**src/rtl/unified_mem_arbiter.sv**
```systemverilog
// unified_mem_arbiter
// Shares one single-port synchronous memory between the fetch requester and
// the data requester. Grants at most one requester per cycle, drives the
// memory port, and routes the one-cycle-later read data (or an out-of-range
// error) back to whichever requester was granted. A denied-fetch counter
// lets fetch win after STARVE_MAX consecutive losses to data traffic.

module unified_mem_arbiter #(
  parameter int ADDR_W     = 5,
  parameter int DATA_W     = 32,
  parameter int STARVE_MAX = 4
) (
  input  logic              clk,
  input  logic              reset,
  // fetch requester
  input  logic              if_req,
  input  logic [31:0]       if_addr,
  output logic              if_ack,
  output logic              if_valid,
  output logic [DATA_W-1:0] if_rdata,
  output logic              if_err,
  // data requester
  input  logic              dm_req,
  input  logic              dm_we,
  input  logic [31:0]       dm_addr,
  input  logic [DATA_W-1:0] dm_wdata,
  output logic              dm_ack,
  output logic              dm_valid,
  output logic [DATA_W-1:0] dm_rdata,
  output logic              dm_err,
  // memory port
  output logic              mem_en,
  output logic              mem_we,
  output logic [ADDR_W-1:0] mem_addr,
  output logic [DATA_W-1:0] mem_wdata,
  input  logic [DATA_W-1:0] mem_rdata
);

  typedef enum logic [1:0] {
    SEL_NONE = 2'd0,
    SEL_IF   = 2'd1,
    SEL_DM   = 2'd2
  } sel_t;

  localparam int          HI_BIT  = ADDR_W + 2;
  localparam logic [3:0]  CNT_MAX = 4'(STARVE_MAX);

  // A byte address is usable only if word-aligned and inside the memory.
  function automatic logic addr_ok(input logic [31:0] a);
    return (a[31:HI_BIT] == '0) && (a[1:0] == 2'b00);
  endfunction

  sel_t        resp_sel;
  logic        resp_err;
  logic        resp_we;
  logic [3:0]  starve_cnt;

  logic        fetch_wins;
  logic        grant_if;
  logic        grant_dm;
  logic [31:0] sel_addr;
  logic        sel_ok;
  logic        resp_live;
  logic [DATA_W-1:0] resp_data;

  // Arbitration and memory-port drive: data wins ties unless fetch has starved.
  always_comb begin
    // NOTE: every signal gets a default first so no path leaves it unassigned (no latch).
    fetch_wins = (starve_cnt == CNT_MAX);
    grant_dm   = 1'b0;
    grant_if   = 1'b0;
    if (!reset) begin
      grant_dm = dm_req && !(if_req && fetch_wins);
      grant_if = if_req && !grant_dm;
    end
    sel_addr  = grant_dm ? dm_addr : if_addr;
    sel_ok    = addr_ok(sel_addr);
    if_ack    = grant_if;
    dm_ack    = grant_dm;
    mem_en    = (grant_if || grant_dm) && sel_ok;
    mem_we    = mem_en && grant_dm && dm_we;
    mem_addr  = sel_addr[ADDR_W+1:2];
    mem_wdata = dm_wdata;
  end

  // Response register and fetch-starvation counter.
  always_ff @(posedge clk) begin
    // NOTE: sequential state uses non-blocking assignments so every flop samples pre-edge values.
    if (reset) begin
      resp_sel   <= SEL_NONE;
      resp_err   <= 1'b0;
      resp_we    <= 1'b0;
      starve_cnt <= 4'd0;
    end else begin
      if (grant_dm)      resp_sel <= SEL_DM;
      else if (grant_if) resp_sel <= SEL_IF;
      else               resp_sel <= SEL_NONE;
      resp_err <= !sel_ok;
      resp_we  <= grant_dm && dm_we;
      if (if_req && !grant_if)
        starve_cnt <= (starve_cnt == CNT_MAX) ? starve_cnt : starve_cnt + 4'd1;
      else
        starve_cnt <= 4'd0;
    end
  end

  // Response routing: read data only for successful loads/fetches.
  always_comb begin
    // NOTE: outputs are masked while reset is high so a response registered
    // just before reset never produces a valid pulse.
    resp_live = !reset;
    resp_data = (resp_err || resp_we) ? '0 : mem_rdata;
    if_valid  = resp_live && (resp_sel == SEL_IF);
    dm_valid  = resp_live && (resp_sel == SEL_DM);
    if_err    = if_valid && resp_err;
    dm_err    = dm_valid && resp_err;
    if_rdata  = if_valid ? resp_data : '0;
    dm_rdata  = dm_valid ? resp_data : '0;
  end

endmodule

```
**config.mk**
```make
export PLATFORM = sky130hd
export DESIGN_NAME = unified_mem_arbiter
export DESIGN_NICKNAME = d
export VERILOG_FILES = /design/src/rtl/unified_mem_arbiter.sv
export SDC_FILE = /design/constraint.sdc
export NUM_CORES = 1
export LEC_CHECK = 0
export BUFFER_PORTS_ARGS = -buffer_cell sky130_fd_sc_hd__buf_4
export CORE_AREA = 2 2 94 96
export DETAILED_ROUTE_END_ITERATION = 10
export DIE_AREA = 0 0 96 98
export GPL_ROUTABILITY_DRIVEN = 1
export HOLD_SLACK_MARGIN = 0.06
export PLACE_DENSITY = 0.61
export SLEW_MARGIN = 10
export SYNTH_ARGS = -nofsm -noshare
export SYNTH_HDL_FRONTEND = slang
export SYNTH_SLANG_ARGS = --single-unit
```
**constraint.sdc**
```tcl
create_clock -name clk -period 4 [get_ports clk]
set_clock_uncertainty 0.05 [all_clocks]
set_input_delay 0.2 -clock clk [delete_from_list [all_inputs] [get_ports clk]]
set_output_delay 0.2 -clock clk [all_outputs]
set_load 0.02 [all_outputs]
```
* Word level (Yosys, flattened, before mapping)
Cells that the tools add are included.
** Storage, ports and cells
- Flip-flop bits (word level) :: 8
- Input port bits :: 133
** Cells by class
- $add $sub $neg :: 1
- Equality and inequality tests :: 3
- Muxes and demuxes :: 8
- Bitwise logic cells :: 1
- Reduce and logical (&&, ||, !) cells :: 24
** Operator list (number)
- 32-bit two-way mux :: 4
- 25-bit zero test :: 1
- 1-bit logical AND :: 13
- 1-bit zero test :: 5
- 4-bit by 1-bit adder with 4-bit output (second input constant) :: 1
- 4-bit by 3-bit equality test with 1-bit output (second input constant) :: 1
- 2-bit OR reduction :: 2
- 1-bit two-way mux :: 3
- 2-bit by 1-bit equality test with 1-bit output (second input constant) :: 1
- 2-bit equality test (second input constant) :: 1
- 2-bit zero test :: 1
- 1-bit logical OR :: 2
- 2-bit two-way mux :: 1
- 1-bit NOT :: 1

* Logic depth before layout (Yosys ltp)
Gate-level depths: netlist of run 1.
- Depth after elaboration :: 11
- Depth in mapped cells :: 8
- Gate-level depth less buffers :: 7

* Worst setup path after synthesis of run 1
OpenSTA, ideal clock, no wires.
- Path type :: register to output
- Start :: register starve_cnt[0]
- End :: output port mem_en
- Data arrival time :: 1621 ps
- Required time :: 3750 ps
- Path slack :: 2129 ps
- Cell stages (with the launch flop) :: 9
- Path buffers :: 1
- Path through :: dfxtp_1 > inv_1 > ha_1 > nand4b_1 > nand3b_2 > inv_1 > buf_2 > nand3_1 > a21oi_1
** On the way
- Longest elaborated chain between the ends :: 9
- Elaborated cells between the ends (all ways) :: 14
- Classes of those cells :: eq/ne (1); mux (3); reduce/logical (10)
** RTL lines
- from (decl) :: RTL line 56 : logic [3:0] starve_cnt;
- from (signal assigned) :: RTL line 101 : starve_cnt <= (starve_cnt == CNT_MAX) ? starve_cnt : starve_cnt + 4'd1;
- 4-bit by 3-bit equality test with 1-bit output (*) :: RTL line 69 : fetch_wins = (starve_cnt == CNT_MAX);
- 1-bit logical AND (*) :: RTL line 73 : grant_dm = dm_req && !(if_req && fetch_wins);
- 1-bit zero test (*) :: RTL line 73
- 1-bit logical AND (*) :: RTL line 73
- 1-bit two-way mux (*) :: RTL line 72 : if (!reset) begin
- named net dm_ack :: RTL line 27 : output logic dm_ack,
- 32-bit two-way mux :: RTL line 76 : sel_addr = grant_dm ? dm_addr : if_addr;
- 25-bit zero test / 2-bit zero test (equally long branches) :: RTL line 50 : return (a[31:HI_BIT] == '0) && (a[1:0] == 2'b00);
- 1-bit logical AND :: RTL line 50
- 1-bit logical AND (*) :: RTL line 80 : mem_en = (grant_if || grant_dm) && sel_ok;
- to (decl) :: RTL line 32 : output logic mem_en,
The timed path passes the listed nets; every way through them passes the cells marked *.

* Final worst setup path of run 1
- Start :: register starve_cnt[0]
- End :: output port mem_en
** On the way
- Longest elaborated chain between the ends :: 9
- Elaborated cells between the ends (all ways) :: 14
- Classes of those cells :: eq/ne (1); mux (3); reduce/logical (10)
** RTL lines (RTL line)
- 4-bit by 3-bit equality test with 1-bit output (*) :: 69
- 1-bit logical AND (*) :: 73
- 1-bit zero test (*) :: 73
- 1-bit logical AND (*) :: 73
- 1-bit two-way mux / 1-bit zero test (equally long branches) :: 72, 74
- 32-bit two-way mux / 1-bit logical AND (equally long branches) :: 76, 74
- 25-bit zero test, or another cell as far along :: 50
- 1-bit logical AND / 1-bit logical OR (equally long branches) :: 50, 80
- 1-bit logical AND (*) :: 80
Mark *: on every way between the ends. The rest lies on a longest branch, timed or not.

==> results.ini, run 1 <==
[outcome]
outcome = completed

[synthesis]
yosysMostFrequentCell = and3_1
syn_area_mm2 = 0.00122
yosys-top-cells-area = and3_1 34%, buf_4 20%, dfxtp_1 13%
yosysTopAreaCell = and3_1
synth_top_cell_area_share = 0.337
synth_ff_type = dfxtp_1
ys_seq_area_frac = 0.131
synth_seq_cells = 8
yosysWarningCount = 0
postSynth.asyncResetShare = 0
synth_edf_count = 0
ys_types = 24
synth_commonest_cells = 66 x and3_1, 32 x buf_4, 15 x nand2_1, 12 x nor4_1, 10 x clkbuf_1
synth_nets = 318
avgSynthCellArea_um2 = 6.69
synthCells = 183

[place]
gp_congestion = 0.740
place_hpwl_mm = 4.54
dp.cells = 425
portBuffers = 177

[critical_path]
crit_fanout = 11
start_kind = flip-flop
regToRegSetupSlack_ns = 2.17
critPathCaptureType = output pin
arrival_ns = 2.13
r2r_cells = 7
r2r-start = starve_cnt[0]$_SDFFE_PP0P_
timing.rr.end = resp_err$_SDFF_PP0_
critPathKind = flip-flop to output pin
critical_path_required_ns = 3.75

[final_layout]
instances_no_fill = 428
final_core_util = 0.292
drive_above_1_share = 0.581
n_fill_cell = 917
antenna_cells = 0
nNetsFinal = 457
syn_to_final_growth_pct = 102

[clocking]
clkTransAtPathRegs_ns = 0.04
cts_sinks = 8
clk_path_buf_depth = 2
clkLatencyLatePin_ns = 0.22
cts_max_level = 1
cts_resized = 0
cts_tree = built
hold_buffers = 0
cts_made_buffers = 3
root_buffer = clkbuf_8
post_cts_buffers = 0

[global_route]
grt_antenna_before_repair = 0
grt-ovfl-total = 0
grt_pass1_vias = 1629
grt_first_pass_wirelength_mm = 7.65
grt_usage = 0.102
grt_max_degree = 65

[timing]
setup_tns_ns = 0
max_clock_freq_mhz = 421
rsz0062_at_grt = no
min_period_over_period = 0.594
setup_viol = 0
fin_crit_ns = 2.38
final-hold-violation-count = 0
tightest_slew_ns = 0.998
worst_slew_margin_rel = 0.333
drv_slew = 0

[route]
wirelength_mm = 5.39
route.detailed.drc = 0
vias = 1836
viasPerCell = 4.29
wl_per_cell_um = 12.6
dr.pass1.iters = 4
ant_nets = 0
drt_iter0_drc = 27

[power]
irDropWorstVdd_v = 0.000151
p_comb_frac = 0.480
p_int_uw = 242
p_clk_frac = 0.272
netSwitchingFraction = 0.295
power_leakage_uw = 0.00153
p_per_area_mw_per_mm2 = 139
seq_power_share = 0.248
p_sw_uw = 101

[hold_path]
hold_depth = 2
min_path_type = primary input to flip-flop
min-delay-start = dm_we
whs_endpoint = resp_we$_SDFF_PP0_

[floorplan]
initial_core_util = 0.145
die_area_mm2 = 0.00941
coreArea_mm2 = 0.00847
dieWidth_um = 96
ioPinCount = 242
die_h_um = 98
core.rowCount = 34

[run]
maxCapViolations = 0

layout make-up:
| type | instances | area, µm² | area share |
|---|---|---|---|
| multi-input combinational | 125 | 769 | 0.312 |
| clock buffer | 3 | 41.3 | 0.0167 |
| timing repair buffer | 179 | 1340 | 0.544 |
| sequential | 8 | 160 | 0.0649 |
| inverter | 5 | 18.8 | 0.00760 |
| tap | 108 | 135 | 0.0547 |
cell families after synthesis:
group                    count (synthesis)  share of synthesized area
buffers and inverters                   50                      0.255
adder cells (fa/ha/maj)                  2                     0.0204
AO/OA/AOI/OAI                            3                     0.0143
XOR/XNOR                                 1                    0.00716
AND/OR/NAND/NOR                        119                      0.573
flip-flops                               8                      0.131
routing by layer:
metal | track usage | vias up | part of all wire
li1 | - | 890 | -
met1 | 0.0998 | 808 | 0.35
met5 | 0 | - | 0
met4 | 0.0209 | 0 | 0.0061
met3 | 0.0177 | 4 | 0.12
met2 | 0.212 | 134 | 0.52
metrics by stage:
| step | hold WS, ns | power, µW | setup WS (ns) | cell area (µm²) |
|---|---|---|---|---|
| floorplan | 0.287 | 187 | 2.13 | 1220 |
| global placement | 0.350 | 251 | 1.91 | 2430 |
| detailed placement | 0.350 | 253 | 1.83 | 2430 |
| CTS | 0.155 | 349 | 1.58 | 2470 |
| global route | 0.178 | 366 | 1.44 | 2470 |
| finish | 0.156 | 343 | 1.62 | 2470 |
critical path, stage by stage, from the launching register on:
cell and delay, ns:
dfxtp_1 0.33, inv_1 0.07, ha_1 0.18, nand4b_1 0.12
nand3b_2 0.17, inv_1 0.20, or3_1 0.43, a21oi_1 0.23
buf_4 0.18
state kept, by name (all words and copies together), names as in the netlist:
name	cells
resp_sel	2
resp_err	1
starve_cnt	4
resp_we	1
power groups by stage:
stage               clock [µW]  sequential [µW]  combinational (µW)
global placement             0             86.4                 164
floorplan                    0             85.3                 101
global route               101             85.5                 180
detailed placement           0             86.6                 167
CTS                       96.7             85.3                 167
finish                    93.2             85.2                 165
how the worst max path moves through the flow:
stage,startpoint,end,cells after the start
after CTS,starve_cnt[0]$_SDFFE_PP0P_,mem_en,8
after floorplan,starve_cnt[0]$_SDFFE_PP0P_,mem_en,8
after global routing,starve_cnt[0]$_SDFFE_PP0P_,mem_en,8
after global placement,starve_cnt[0]$_SDFFE_PP0P_,mem_en,8
after detailed placement,starve_cnt[0]$_SDFFE_PP0P_,mem_en,8
final,starve_cnt[0]$_SDFFE_PP0P_,mem_en,8
cells in the final DEF (no fill, tap or decap):
cell / n
nor3_1: 3
or3_1: 1
dfxtp_1: 8
and3b_1: 1
inv_1: 5
nor3b_2: 2
nand4_1: 1
nor2_1: 6
o21bai_1: 1
nand3_1: 3
ha_1: 2
nand3b_2: 1
and4_1: 1
buf_4: 179
a21oi_1: 2
nor2_4: 1
and2_1: 3
clkbuf_8: 3
and3_1: 66
nor4_1: 12
nand3b_1: 1
nand4b_1: 2
nand2_1: 15
xnor2_1: 1
Power figures use the tool's default switching activity.
==> run 2: changes to the inputs <==
--- a/config.mk
+++ b/config.mk
@@ -6,12 +6,12 @@
 export NUM_CORES = 1
 export LEC_CHECK = 0
 export BUFFER_PORTS_ARGS = -buffer_cell sky130_fd_sc_hd__buf_4
-export CORE_AREA = 2 2 94 96
+export CORE_AREA = 2 2 95 97
 export DETAILED_ROUTE_END_ITERATION = 10
-export DIE_AREA = 0 0 96 98
+export DIE_AREA = 0 0 97 99
 export GPL_ROUTABILITY_DRIVEN = 1
 export HOLD_SLACK_MARGIN = 0.06
-export PLACE_DENSITY = 0.61
+export PLACE_DENSITY = 0.6
 export SLEW_MARGIN = 10
 export SYNTH_ARGS = -nofsm -noshare
 export SYNTH_HDL_FRONTEND = slang
==> constraint.sdc (replaced) <==
create_clock -name clk -period 2.3 [get_ports clk]
set_clock_uncertainty 0.05 [all_clocks]
set_input_delay 0.115 -clock clk [delete_from_list [all_inputs] [get_ports clk]]
set_output_delay 0.115 -clock clk [all_outputs]
set_load 0.02 [all_outputs]
==> run 2 against run 1 <==
  * Count of clock-buffer cells in the layout did not move
  * Critical path depth did not move
  * Worst hold slack got worse by 0.085 ns
  * Highest routed layer unchanged
==> results.ini, run 2 (same netlist as run 1, synthesis figures left out) <==
[global_route]
grt_first_pass_wirelength_mm = 8.49
grt_usage = 0.109
grt-ovfl-total = 0
grt_max_degree = 65
grt_antenna_before_repair = 0
grt_pass1_vias = 1733

[timing]
drv_slew = 0
max_clock_freq_mhz = 470
worst_slew_margin_rel = 0.697
fin_crit_ns = 2.13
setup_viol = 0
tightest_slew_ns = 0.454
setup_ws_ns = 0.172
rsz0062_at_grt = no
min_period_over_period = 0.925
setup_tns_ns = 0
final-hold-violation-count = 0

[clocking]
clkTransAtPathRegs_ns = 0.04
clkLatencyLatePin_ns = 0.23
clk_path_buf_depth = 2
root_buffer = clkbuf_8
cts_made_buffers = 3
cts_sinks = 8
cts_max_level = 1
cts_tree = built

[floorplan]
die_h_um = 99
dieWidth_um = 97
initial_core_util = 0.143
die_area_mm2 = 0.00960
core.rowCount = 34
ioPinCount = 242
coreArea_mm2 = 0.00855

[route]
dr.pass1.iters = 4
vias = 1811
viasPerCell = 4.21
ant_nets = 0
route.detailed.drc = 0
wirelength_mm = 5.58
wl_per_cell_um = 13.0
drt_iter0_drc = 45

[power]
p_clk_frac = 0.271
seq_power_share = 0.245
p_sw_uw = 181
p_comb_frac = 0.484
power_leakage_uw = 0.00153
netSwitchingFraction = 0.299
fin_total_pwr_uw = 605
irDropWorstVdd_v = 0.000160
p_per_area_mw_per_mm2 = 242
p_int_uw = 424

[critical_path]
r2r-start = starve_cnt[0]$_SDFFE_PP0P_
crit_fanout = 7
crit_path_start = starve_cnt[0]$_SDFFE_PP0P_
critPathKind = flip-flop to output pin
start_kind = flip-flop
regToRegSetupSlack_ns = 0.55
timing.rr.end = resp_err$_SDFF_PP0_
critical_path_required_ns = 2.13
critPathCaptureType = output pin
r2r_cells = 7
arrival_ns = 1.96

[final_layout]
n_fill_cell = 924
final_cell_area_mm2 = 0.00250
reg_top3 = starve_cnt (4), resp_sel (2)
nNetsFinal = 459
largest_reg_flops = 4
antenna_cells = 0
final_common_cell = buf_4
final_cell_mix = 181 x buf_4, 66 x and3_1, 15 x nand2_1
drive_above_1_share = 0.590
top_register = starve_cnt
syn_to_final_growth_pct = 104

[place]
portBuffers = 177
dpl_worst_slack_ns = 0.235
place_area_mm2 = 0.00243
place_hpwl_mm = 4.64
gp_congestion = 0.787

[outcome]
outcome = completed

[run]
maxCapViolations = 0

[hold_path]
hold_depth = 2
min-delay-start = dm_we
min_path_type = primary input to flip-flop
whs_endpoint = resp_we$_SDFF_PP0_

==> run 2: through the flow <==
step | instances | util | hold slack, ns
finish | 430 | 0.292 | 0.0712
global route | 430 | 0.292 | 0.0747
CTS | 429 | 0.290 | 0.0670
detailed placement | 426 | 0.285 | 0.180
global placement | 426 | 0.285 | 0.180
floorplan | 183 | - | 0.202
==> run 2: critical path, stage by stage (launching register included) <==
cell        delay [ns]
dfxtp_1           0.33
inv_1             0.06
ha_1              0.18
nand4b_1          0.15
nand3b_4          0.15
clkinvlp_4        0.10
or3_1             0.42
a21oi_2           0.18
buf_4             0.16
==> run 2: repair_timing <==
item,in CTS,in global routing
hold buffers,0,0
setup buffers,0,1
gates resized for setup,1,2
endpoints found under the setup margin,1,1
pin swaps,0,0
==> run 2: worst max-delay path by stage <==
stage               endpoint  slack (ns)  cells past startpoint
floorplan             mem_en        0.51                      8
global placement      mem_en        0.31                      8
detailed placement    mem_en        0.24                      8
CTS                   mem_en        0.05                      8
global route          mem_en        0.06                      8
finish                mem_en        0.17                      8
==> run 2: power by group through the flow <==
stage | Sequential [µW] | Clock (µW) | Combinational (µW)
after global placement | 150 | 0 | 289
after floorplan | 148 | 0 | 176
after global routing | 149 | 172 | 318
final | 148 | 164 | 293
after CTS | 148 | 169 | 294
after detailed placement | 151 | 0 | 293
==> run 2: cell type report <==
class                   count  area [µm²]  area share
clock buffers               3        41.3      0.0165
inverters                   5        22.5     0.00901
multi-input cells         125         782       0.313
flip-flops and latches      8         160      0.0641
well taps                 108         135      0.0541
repair buffers            181        1360       0.544
==> run 2: per-layer routing <==
metal	GRT usage	up-vias	share of wire
li1	-	892	-
met1	0.106	774	0.34
met2	0.219	141	0.53
met3	0.0340	4	0.12
met4	0.0293	0	0.0091
met5	0	-	0
